`src/rtl/fsm_trace_buffer_if.sv`:
```
// rtl/fsm_trace_buffer_if.sv - trace entry output stream between buffer and consumer
interface fsm_trace_buffer_if;
  logic       out_valid;
  logic       out_ready;
  logic [7:0] out_data;

  modport master (output out_valid, output out_data, input out_ready);
  modport slave  (input out_valid, input out_data, output out_ready);
endinterface

```
`src/rtl/fsm_trace_buffer.sv`:
```
// rtl/fsm_trace_buffer.sv - records FSM state transitions in a FIFO, counts S0 entries, flags stuck states
module fsm_trace_buffer #(
  parameter int DEPTH       = 8,
  parameter int STUCK_LIMIT = 16
) (
  input  logic                     clk,
  input  logic                     reset,
  input  logic [3:0]               state_in,
  input  logic                     clr_stats,
  fsm_trace_buffer_if.master       out_if,
  output logic [$clog2(DEPTH):0]   count,
  output logic                     overflow,
  output logic [7:0]               loop_count,
  output logic                     stuck
);

  localparam int AW = $clog2(DEPTH);
  localparam int CW = AW + 1;
  localparam int DW = $clog2(STUCK_LIMIT + 1);

  logic [3:0]    prev_q;
  logic [7:0]    mem_q [DEPTH];
  logic [AW-1:0] wr_ptr_q, rd_ptr_q;
  logic [CW-1:0] count_q, count_d;
  logic          overflow_q, overflow_d;
  logic [7:0]    loop_q, loop_d;
  logic [DW-1:0] dwell_q, dwell_d;

  logic transition, pop, full, push, drop;

  always_comb begin
    transition = (state_in != prev_q);
    pop        = (count_q != '0) && out_if.out_ready;
    full       = (count_q == CW'(DEPTH));
    // A pop in the same cycle frees a slot, so a full FIFO still accepts the push.
    push       = transition && (!full || pop);
    drop       = transition && full && !pop;
  end

  always_comb begin
    count_d = count_q;
    case ({push, pop})
      2'b10:   count_d = count_q + CW'(1);
      2'b01:   count_d = count_q - CW'(1);
      default: count_d = count_q;
    endcase

    overflow_d = overflow_q;
    loop_d     = loop_q;
    dwell_d    = dwell_q;
    if (clr_stats) begin
      overflow_d = 1'b0;
      loop_d     = '0;
      dwell_d    = '0;
    end else begin
      if (drop)
        overflow_d = 1'b1;
      if (transition && state_in == 4'b0000)
        loop_d = loop_q + 8'd1;
      if (transition)
        dwell_d = '0;
      else if (dwell_q != DW'(STUCK_LIMIT))
        dwell_d = dwell_q + DW'(1);
    end
  end

  always_ff @(posedge clk) begin
    if (reset) begin
      prev_q     <= 4'b0000;
      wr_ptr_q   <= '0;
      rd_ptr_q   <= '0;
      count_q    <= '0;
      overflow_q <= 1'b0;
      loop_q     <= '0;
      dwell_q    <= '0;
    end else begin
      prev_q     <= state_in;
      if (push)
        wr_ptr_q <= wr_ptr_q + AW'(1);
      if (pop)
        rd_ptr_q <= rd_ptr_q + AW'(1);
      count_q    <= count_d;
      overflow_q <= overflow_d;
      loop_q     <= loop_d;
      dwell_q    <= dwell_d;
    end
  end

  always_ff @(posedge clk) begin
    if (!reset && push)
      mem_q[wr_ptr_q] <= {prev_q, state_in};
  end

  assign out_if.out_valid = (count_q != '0);
  assign out_if.out_data  = mem_q[rd_ptr_q];
  assign count            = count_q;
  assign overflow         = overflow_q;
  assign loop_count       = loop_q;
  assign stuck            = (dwell_q == DW'(STUCK_LIMIT));

endmodule

```
`src/flat_wrapper.sv`:
```
// flat-port wrapper written by rule: the top's interface ports become plain ports
module fsm_trace_buffer_flat 
#(
  parameter int DEPTH       = 8,
  parameter int STUCK_LIMIT = 16
)
  (clk, reset, state_in, clr_stats, count, overflow, loop_count, stuck, out_if_out_valid, out_if_out_data, out_if_out_ready);
  fsm_trace_buffer_if out_if_i ();
  input  logic clk;
  input  logic reset;
  input  logic [3:0] state_in;
  input  logic clr_stats;
  output logic [$clog2(DEPTH):0] count;
  output logic overflow;
  output logic [7:0] loop_count;
  output logic stuck;
  output wire logic [$bits(out_if_i.out_valid)-1:0] out_if_out_valid;
  output wire logic [$bits(out_if_i.out_data)-1:0] out_if_out_data;
  input wire logic [$bits(out_if_i.out_ready)-1:0] out_if_out_ready;
  assign out_if_out_valid = out_if_i.out_valid;
  assign out_if_out_data = out_if_i.out_data;
  assign out_if_i.out_ready = out_if_out_ready;
  fsm_trace_buffer #(.DEPTH(DEPTH), .STUCK_LIMIT(STUCK_LIMIT)) u_core (.clk(clk), .reset(reset), .state_in(state_in), .clr_stats(clr_stats), .out_if(out_if_i), .count(count), .overflow(overflow), .loop_count(loop_count), .stuck(stuck));
endmodule
```
`config.mk`:
```
export PLATFORM = sky130hd
export DESIGN_NAME = fsm_trace_buffer_flat
export DESIGN_NICKNAME = d
export VERILOG_FILES = /design/src/rtl/fsm_trace_buffer_if.sv /design/src/rtl/fsm_trace_buffer.sv /design/src/flat_wrapper.sv
export SDC_FILE = /design/constraint.sdc
export NUM_CORES = 1
export LEC_CHECK = 0
export CAP_MARGIN = 0
export CORE_MARGIN = 10
export CORE_UTILIZATION = 50
export CTS_CLUSTER_SIZE = 10
export DETAILED_ROUTE_END_ITERATION = 8
export PLACE_DENSITY = 0.75
export SYNTH_ARGS = -nofsm -noshare
export SYNTH_HDL_FRONTEND = slang
export SYNTH_SLANG_ARGS = --single-unit
```
`constraint.sdc`:
```
create_clock -name clk -period 2.2 [get_ports clk]
set_input_delay 0.44 -clock clk [delete_from_list [all_inputs] [get_ports clk]]
set_output_delay 0.44 -clock clk [all_outputs]
set_load 0.02 [all_outputs]
```
==> results.toml, run 1 <==
[clocking]
postCtsHoldBufs = 0
numCtsBuffers = 9
clk_latency_ns = 0.35
cts_tree = "done"
cts_buffer_depth = 2
cts_sinks = 95
root_buffer = "clkbuf_8"
clk_pin_slew_ns = 0.09
h-tree-depth = 3

[timing]
fin_crit_sh_pct = 101.8
maxSlewViolCount = 0
fmax_mhz = 446.4
worst_slack_ns = -0.04035
finalHoldViolCount = 0
whs_ns = 0.4941
slew_headroom_pct = 56.55
rsz0062_at_grt = "yes"
fin_crit_ns = 2.240
final.setup.tns_ns = -0.2641
fin_worst_skew_ns = 0.006692
tightestPinTransition_ns = 0.6447
finalSetupViolCount = 8

[setup_path]
reg2reg_from = "u_core.prev_q[2]"
reg2reg_slack_ns = 0.17
cp.required_ns = 1.76
path_cells = "buf_12, mux4_2, mux2_4, buf_6"
arrival_ns = 1.80
path_depth = 4
cp_max_fo = 8
cpMaxStageDelayCell = "mux4_2"
cp_top_family = "multiplexers"
critical_path_class = "reg -> out"
reg2reg_depth = 9
path_buf_inv = 2
cp_slowest_stage_delay_ns = 0.51
critPathLaunchType = "register"
end_kind = "primary output"
r2r_end = "u_core.count[2]"

[cells_and_area]
n_antenna_cell = 0
num-nets-final = 325
drive_above_1_share_pct = 31.65
design_area_sq_um = 4840
multi_input_area_sq_um = 1361
regArea_sq_um = 2547
nFillCells = 581
syn_to_final_growth_pct = 25.14
utilization_pct = 63.62

[hold_path]
holdCritPathClass = "reg -> reg"
min_to = "u_core.overflow"
min_from = "u_core.overflow"
min_path_cells = 2

[synth]
yosysUniqueCellTypes = 37
avgSynthCellArea_sq_um = 15.35
synth_fp_nets = 266
synth_area_sq_um = 3867
seq_area_frac_synth_pct = 65.74
synthArstFlopShare_pct = 0
ys_ff_latch = 95
synth-edff-count = 64
ys.flop_type = "edfxtp_1"
yosysWarningCount = 0
synthCells = 252

[power_and_ir_drop]
total_power_mw = 4.573
leakagePower_nw = 1.693
power_density_nw_per_um2 = 944.9
vdd_drop_max_uv = 439.2

[outcome]
violations = "setup timing"
status = "finished, violations left"

[grt]
grt_pass1_wl_um = 11940
grt_max_degree = 17
antenna_found_initial = 0
grt_pass1_vias = 2349
grt.total_usage_pct = 13.38
gr-total-overflow = 0

[drt]
wirelength_um = 7426
drc = 0
via_per_inst = 5.292
ant_nets = 0
wl_per_cell_um = 17.77
vias = 2212
drt_iter0_markers = 65
first_pass_iters = 4

[die]
core_sq_um = 7607
die-height_um = 108.0
initial_core_util_pct = 50.84
die_area_sq_um = 11650
ios = 31
rows = 32
dieWidth_um = 108.0

[job]
maxCapViolations = 0

[place]
dp_hpwl_um = 5027
port_buffers = 30
post_dp_cell_area_sq_um = 4516
gp_congestion = 0.7919
power by group:
part           switching, mW  internal, mW
sequential            0.0964          2.01
combinational          0.545         0.670
clock                  0.604         0.643
layer usage:
layer  global-route usage [%]  vias to the layer above  share of wire [%]
met5                        0                        -                  0
met4                    6.393                        0                2.9
met3                    3.867                       17                5.2
met2                    22.50                       50                 50
met1                    15.39                     1090                 42
li1                         -                     1055                  -
worst max-delay path by stage:
stage	start	end
after global placement	state_in[2]	u_core.count[2]
final	register	out_if_out_data[3]
after global routing	register	out_if_out_data[0]
after CTS	register	out_if_out_data[1]
after floorplan	state_in[2]	u_core.count[2]
after detailed placement	state_in[2]	u_core.count[2]
stage by stage:
step	cells	worst slack (ns)
2_1_floorplan	252	-0.06588
3_3_place_gp	401	-0.3336
3_5_place_dp	401	-0.3760
4_1_cts	419	-0.1628
5_1_grt	418	-0.09698
6_report	418	-0.04035
Yosys cell counts (3+ instances only):
master     n  area share, %
edfxtp_1  64             50
dfxtp_1   31             16
nor2_1    28            2.7
mux4_2    16            9.3
xnor2_1   14            3.2
nor3_1    12            1.6
nand2_1    9           0.87
mux2_2     8            2.3
xor2_1     7            1.6
ha_1       6            1.9
mux2i_1    6            1.6
nand3_1    6           0.78
clkbuf_1   4           0.39
inv_1      4           0.39
nor2b_1    4           0.65
buf_2      3           0.39
o21ai_0    3           0.39
or2_2      3           0.49
cells by family (layout without fill, tap and decap cells):
kind of cell / count (synthesis) / after routing / synth area share, %
AND/OR/NAND/NOR: 75 / 75 / 10.45
AO/OA/AOI/OAI: 9 / 9 / 1.585
adder cells (fa/ha/maj): 6 / 6 / 1.941
buffers and inverters: 15 / 79 / 1.941
multiplexers: 31 / 31 / 13.59
XOR/XNOR: 21 / 21 / 4.756
flip-flops: 95 / 95 / 65.74
state kept, by name (all words and copies together), names as in the netlist, named ones only:
signal,count
u_core.mem_q,64
u_core.rd_ptr_q,3
u_core.overflow,1
u_core.dwell_q,5
u_core.prev_q,4
u_core.count,4
u_core.loop_count,8
u_core.wr_ptr_q,3
repair_timing:
item / CTS / global route
setup endpoints to repair: 11 / 46
gates resized for setup: 53 / 19
pin swaps: 1 / 2
cloned: 1 / 0
setup buffers: 1 / 0
layout by cell type (no fill, tap or decap), types with 2 or more instances in the layout:
cell | synthesis | final
nor2b_1 | 4 | 4
nor4_2 | 2 | 2
nand2b_1 | 2 | 2
clkdlybuf4s50_1 | 0 | 17
buf_4 | 0 | 26
or2_2 | 3 | 3
nand2_1 | 9 | 9
o21ai_0 | 3 | 3
mux2_2 | 8 | 2
bufinv_16 | 0 | 2
mux2i_1 | 6 | 6
mux2_4 | 1 | 7
dlygate4sd2_1 | 0 | 2
inv_1 | 4 | 4
dlymetal6s2s_1 | 0 | 3
nand3_1 | 6 | 5
xor2_2 | 0 | 3
mux4_2 | 16 | 16
nor3_1 | 12 | 9
xnor2_1 | 14 | 13
inv_6 | 0 | 2
buf_12 | 0 | 3
ha_1 | 6 | 5
xor2_1 | 7 | 3
edfxtp_1 | 64 | 64
nor2_1 | 28 | 28
clkbuf_8 | 0 | 9
buf_6 | 2 | 8
nor3_2 | 0 | 3
dfxtp_1 | 31 | 29
worst reg2reg max path: cells and delay by family, from the launching register on:
family,cells,cell delay (ns)
and+or+nand+nor,4,0.70
adders and majority gates,1,0.19
xor gates and xnor gates,3,0.49
AOI/OAI and AO/OA,1,0.15
DFF,1,0.40
area by class of cell:
cell class              count  area share (%)
inverters                   4          0.3102
well taps                 102           2.637
flip-flops and latches     95           52.64
repair buffers             59           11.79
multi-input cells         142           28.13
clock inverters             7           1.939
clock buffers               9           2.559
Note: power is estimated with default switching activity, not from simulation.
==> run 2: changes to the inputs <==
Settings changed: SKIP_CTS_REPAIR_TIMING set to 1.
==> run 2 against run 1 <==
The run still ends with setup timing left. Non-clock buffer count unchanged. Clock power about the same. Design area shrank 0.34%. Highest routed layer unchanged. Via count increased by 0.50%.
==> results.toml, run 2 (synthesis results as in run 1) <==
[outcome]
status = "finished, violations left"
violations = "setup timing"

[clocking]
h-tree-depth = 3
clk_pin_slew_ns = 0.09
cts_tree = "done"
cts_sinks = 95
numCtsBuffers = 9
root_buffer = "clkbuf_8"
cts_buffer_depth = 2
clk_latency_ns = 0.35

[timing]
worst_slack_ns = -0.06597
fin_crit_ns = 2.266
fmax_mhz = 441.3
finalSetupViolCount = 8
slew_headroom_pct = 30.51
fin_worst_skew_ns = 0.007206
rsz0062_at_grt = "yes"
whs_ns = 0.4941
tightestPinTransition_ns = 1.029
maxSlewViolCount = 0
fin_crit_sh_pct = 103.0
finalHoldViolCount = 0

[die]
die_area_sq_um = 11650
initial_core_util_pct = 50.84
rows = 32
dieWidth_um = 108.0
core_sq_um = 7607
die-height_um = 108.0
ios = 31

[grt]
grt_max_degree = 17
gr-total-overflow = 0
antenna_found_initial = 0
grt.total_usage_pct = 13.18
grt_pass1_vias = 2364
grt_pass1_wl_um = 11820

[place]
post_dp_cell_area_sq_um = 4516
port_buffers = 30
dp_hpwl_um = 5027
gp_congestion = 0.7919

[setup_path]
critPathLaunchType = "register"
cpMaxStageDelayCell = "mux4_2"
cp.required_ns = 1.76
cp_max_fo = 8
reg2reg_from = "u_core.prev_q[1]"
end_kind = "primary output"
path_cells = "clkbuf_16, mux4_2, mux2_2, buf_6"
arrival_ns = 1.83
cp_slowest_stage_delay_ns = 0.49
critical_path_class = "reg -> out"

[power_and_ir_drop]
power_density_nw_per_um2 = 945.6
vdd_drop_max_uv = 476.7
leakagePower_nw = 1.710

[cells_and_area]
layout_common_cells = "edfxtp_1, nor2_1, dfxtp_1, buf_4"
regArea_sq_um = 2551
nFillCells = 583
num-nets-final = 325
design_area_sq_um = 4823
top_register = "u_core.mem_q"
multi_input_area_sq_um = 1333
final_common_cell = "edfxtp_1"
n_antenna_cell = 0
drive_above_1_share_pct = 31.65
syn_to_final_growth_pct = 24.72
largest_reg_flops = 64

[drt]
ant_nets = 0
first_pass_iters = 4
drc = 0
via_per_inst = 5.318
wl_per_cell_um = 17.80
vias = 2223
wirelength_um = 7441
drt_iter0_markers = 62

[hold_path]
holdCritPathClass = "reg -> reg"
min_from = "u_core.overflow"

[job]
maxCapViolations = 0
[run 2: changes by cell type in the layout (fill, tap and decap cells not counted), moves of 2 or more]
cell / previous run / this run
dfxtp_1: 29 / 26
dfxtp_2: 1 / 4
dlymetal6s2s_1: 3 / 6
mux2_2: 2 / 5
mux2_4: 7 / 4
dlygate4sd2_1: 2 / 0
[run 2: cell type report]
| class | count | share of cell area (%) |
|---|---|---|
| clock buffer | 9 | 2.568 |
| clock inverter | 7 | 1.946 |
| inverter | 4 | 0.3113 |
| multi-input combinational | 142 | 27.63 |
| sequential | 95 | 52.89 |
| tap | 102 | 2.646 |
| timing repair buffer | 59 | 12.01 |
[run 2: through the flow]
step | setup TNS [ns] | cells | worst slack [ns] | total power, mW | utilization (%)
6_report | -0.4566 | 418 | -0.06597 | 4.561 | 63.40
5_1_grt | -1.002 | 418 | -0.1424 | 4.773 | 63.40
4_1_cts | -4.484 | 417 | -0.5246 | 4.510 | 62.22
3_5_place_dp | -18.87 | 401 | -0.3760 | 3.276 | 59.36
3_3_place_gp | -17.25 | 401 | -0.3336 | 3.247 | 59.36
2_1_floorplan | -2.148 | 252 | -0.06588 | 2.861 | -
[run 2: final timing paths]
kind / endpoint / slack, ns / depth (start not counted)
worst max-delay path: out_if_out_data[2] / -0.07 / 4
worst min-delay path: u_core.overflow / 0.49 / 2
worst max register to register: u_core.count[2] / 0.21 / 9
worst min register to register: u_core.overflow / 0.49 / 2
[run 2: report_power, final]
group          total, mW  switching [mW]  internal [mW]
sequential          2.12           0.102           2.02
clock               1.24           0.599          0.643
combinational       1.20           0.538          0.661
total               4.56            1.24           3.32
[run 2: per-layer routing]
metal  track usage (%)  part of all wire [%]  up-vias
li1                  -                     -     1053
met1             15.17                    42     1108
met2             22.11                    50       45
met3             3.807                   5.2       17
met4             6.393                   2.7        0
met5                 0                     0        -
[run 2: critical path, delay by kind of cell (launching register included)]
family	cells	cell delay, ns
multiplexers	2	0.77
flip-flops	1	0.39
buffers and inverters	2	0.31
==> run 3: changes to the inputs <==
Settings changed: CORE_ASPECT_RATIO set to 0.5, PLACE_DENSITY 0.75 to 0.72.
Clock period 2.2 ns to 2.7 ns, I/O delays scaled along.
==> run 3 against run 2 <==
The run now ends clean. Via count shrank 0.54%. First-iteration DRC count grew 120%. Clock power about the same. Largest cell class unchanged. Largest power group unchanged.
==> results.toml, run 3 (synthesis results as in run 1) <==
[timing]
fin_worst_skew_ns = 0.008425
slew_headroom_pct = 40.84
tightestPinTransition_ns = 0.8760
worst_slack_ns = 0.1578
finalSetupViolCount = 0
fin_crit_ns = 2.542
maxSlewViolCount = 0
rsz0062_at_grt = "no"
fmax_mhz = 393.4
fin_crit_sh_pct = 94.15
finalHoldViolCount = 0

[cells_and_area]
n_antenna_cell = 0
num-nets-final = 317
drive_above_1_share_pct = 22.40
largest_reg_flops = 64
layout_common_cells = "edfxtp_1, dfxtp_1, nor2_1"
syn_to_final_growth_pct = 22.10
final_common_cell = "edfxtp_1"
nFillCells = 546
top_register = "u_core.mem_q"
utilization_pct = 63.54

[drt]
drt_iter0_markers = 138
vias = 2211
wl_met1_um = 3445
via_per_inst = 5.473
first_pass_iters = 4
drc = 0
wirelength_um = 7328
top_layer = "met4"
wl_met2_um = 3269
ant_nets = 0
wl_per_cell_um = 18.14
wl_met3_um = 483

[power_and_ir_drop]
p_sw_share_pct = 26.83
vdd_drop_max_uv = 414.0
sequentialPowerShare_pct = 44.2
switching_power_mw = 1.038
internal-power_mw = 2.830
power_density_nw_per_um2 = 819.2
clockPowerShare_pct = 32.8
p_comb_share_pct = 23.0
leakagePower_nw = 1.669

[setup_path]
reg2reg_slack_ns = 0.53
arrival_ns = 2.00
critical_path_class = "reg -> out"
cp_max_fo = 4
cp.required_ns = 2.16
critPathLaunchType = "register"
end_kind = "primary output"

[clocking]
h-tree-depth = 3
root_buffer = "clkbuf_16"
clk_pin_slew_ns = 0.06
cts_sinks = 95
cts_buffer_depth = 2
clk_latency_ns = 0.34
cts_tree = "done"
numCtsBuffers = 9

[die]
die_area_sq_um = 11870
dieWidth_um = 144.4
initial_core_util_pct = 52.04
die-height_um = 82.19
core_sq_um = 7432
rows = 22
ios = 31

[grt]
antenna_found_initial = 0
gr-total-overflow = 0
grt.total_usage_pct = 13.37
grt_max_degree = 18
grt_pass1_wl_um = 12020
grt_pass1_vias = 2231

[place]
gp_congestion = 0.8091
dp_hpwl_um = 4972
port_buffers = 30
pre_cts_slack_ns = -0.003774

[hold_path]
holdCritPathClass = "reg -> reg"

[outcome]
status = "finished, final reports clean"

[job]
maxCapViolations = 0
run 3: metal layers:
| layer | global-route usage [%] | vias to the layer above |
|---|---|---|
| li1 | - | 1045 |
| met3 | 4.271 | 13 |
| met4 | 5.711 | 0 |
| met1 | 17.74 | 1086 |
| met5 | 0 | - |
| met2 | 20.05 | 67 |
run 3: power groups by stage:
stage / clock network (mW) / logic (mW) / registers [mW]
floorplan: 0 / 0.588 / 1.73
detailed placement: 0 / 0.905 / 1.74
CTS: 1.30 / 0.914 / 1.71
global route: 1.36 / 0.962 / 1.72
finish: 1.27 / 0.888 / 1.71
global placement: 0 / 0.898 / 1.74
run 3: path summary, 6_finish.rpt:
check,endpoint,from,cells past startpoint
max,stuck,u_core.dwell_q[0],5
min,u_core.overflow,u_core.overflow,2
max reg2reg,u_core.count[2],u_core.prev_q[0],9
min reg2reg,u_core.overflow,u_core.overflow,2
run 3: area by class of cell:
cell class	count	area (sq um)	area share, %
Clock inverter	7	78.83	1.669
Inverter	4	15.01	0.3180
Timing Repair Buffer	51	490.5	10.39
Multi-Input combinational cell	142	1250	26.47
Sequential cell	95	2542	53.84
Tap cell	96	120.1	2.544
Clock buffer	9	225.2	4.769
run 3: critical path: stages, from the launching register on:
cell             delay, ns
dfxtp_1               0.33
inv_1                 0.09
ha_1                  0.16
nor4bb_1              0.30
buf_4                 0.19
clkdlybuf4s50_1       0.60
run 3: through the flow:
stage,cells,power (mW),hold slack (ns),setup TNS (ns),area [sq um]
after CTS,404,3.921,0.4882,-0.9477,4702
final,404,3.868,0.4868,0,4722
after floorplan,252,2.320,0.4706,0,3867
after global routing,404,4.042,0.5284,0,4722
after global placement,388,2.633,0.4611,0,4398
after detailed placement,388,2.647,0.4669,-0.003774,4398
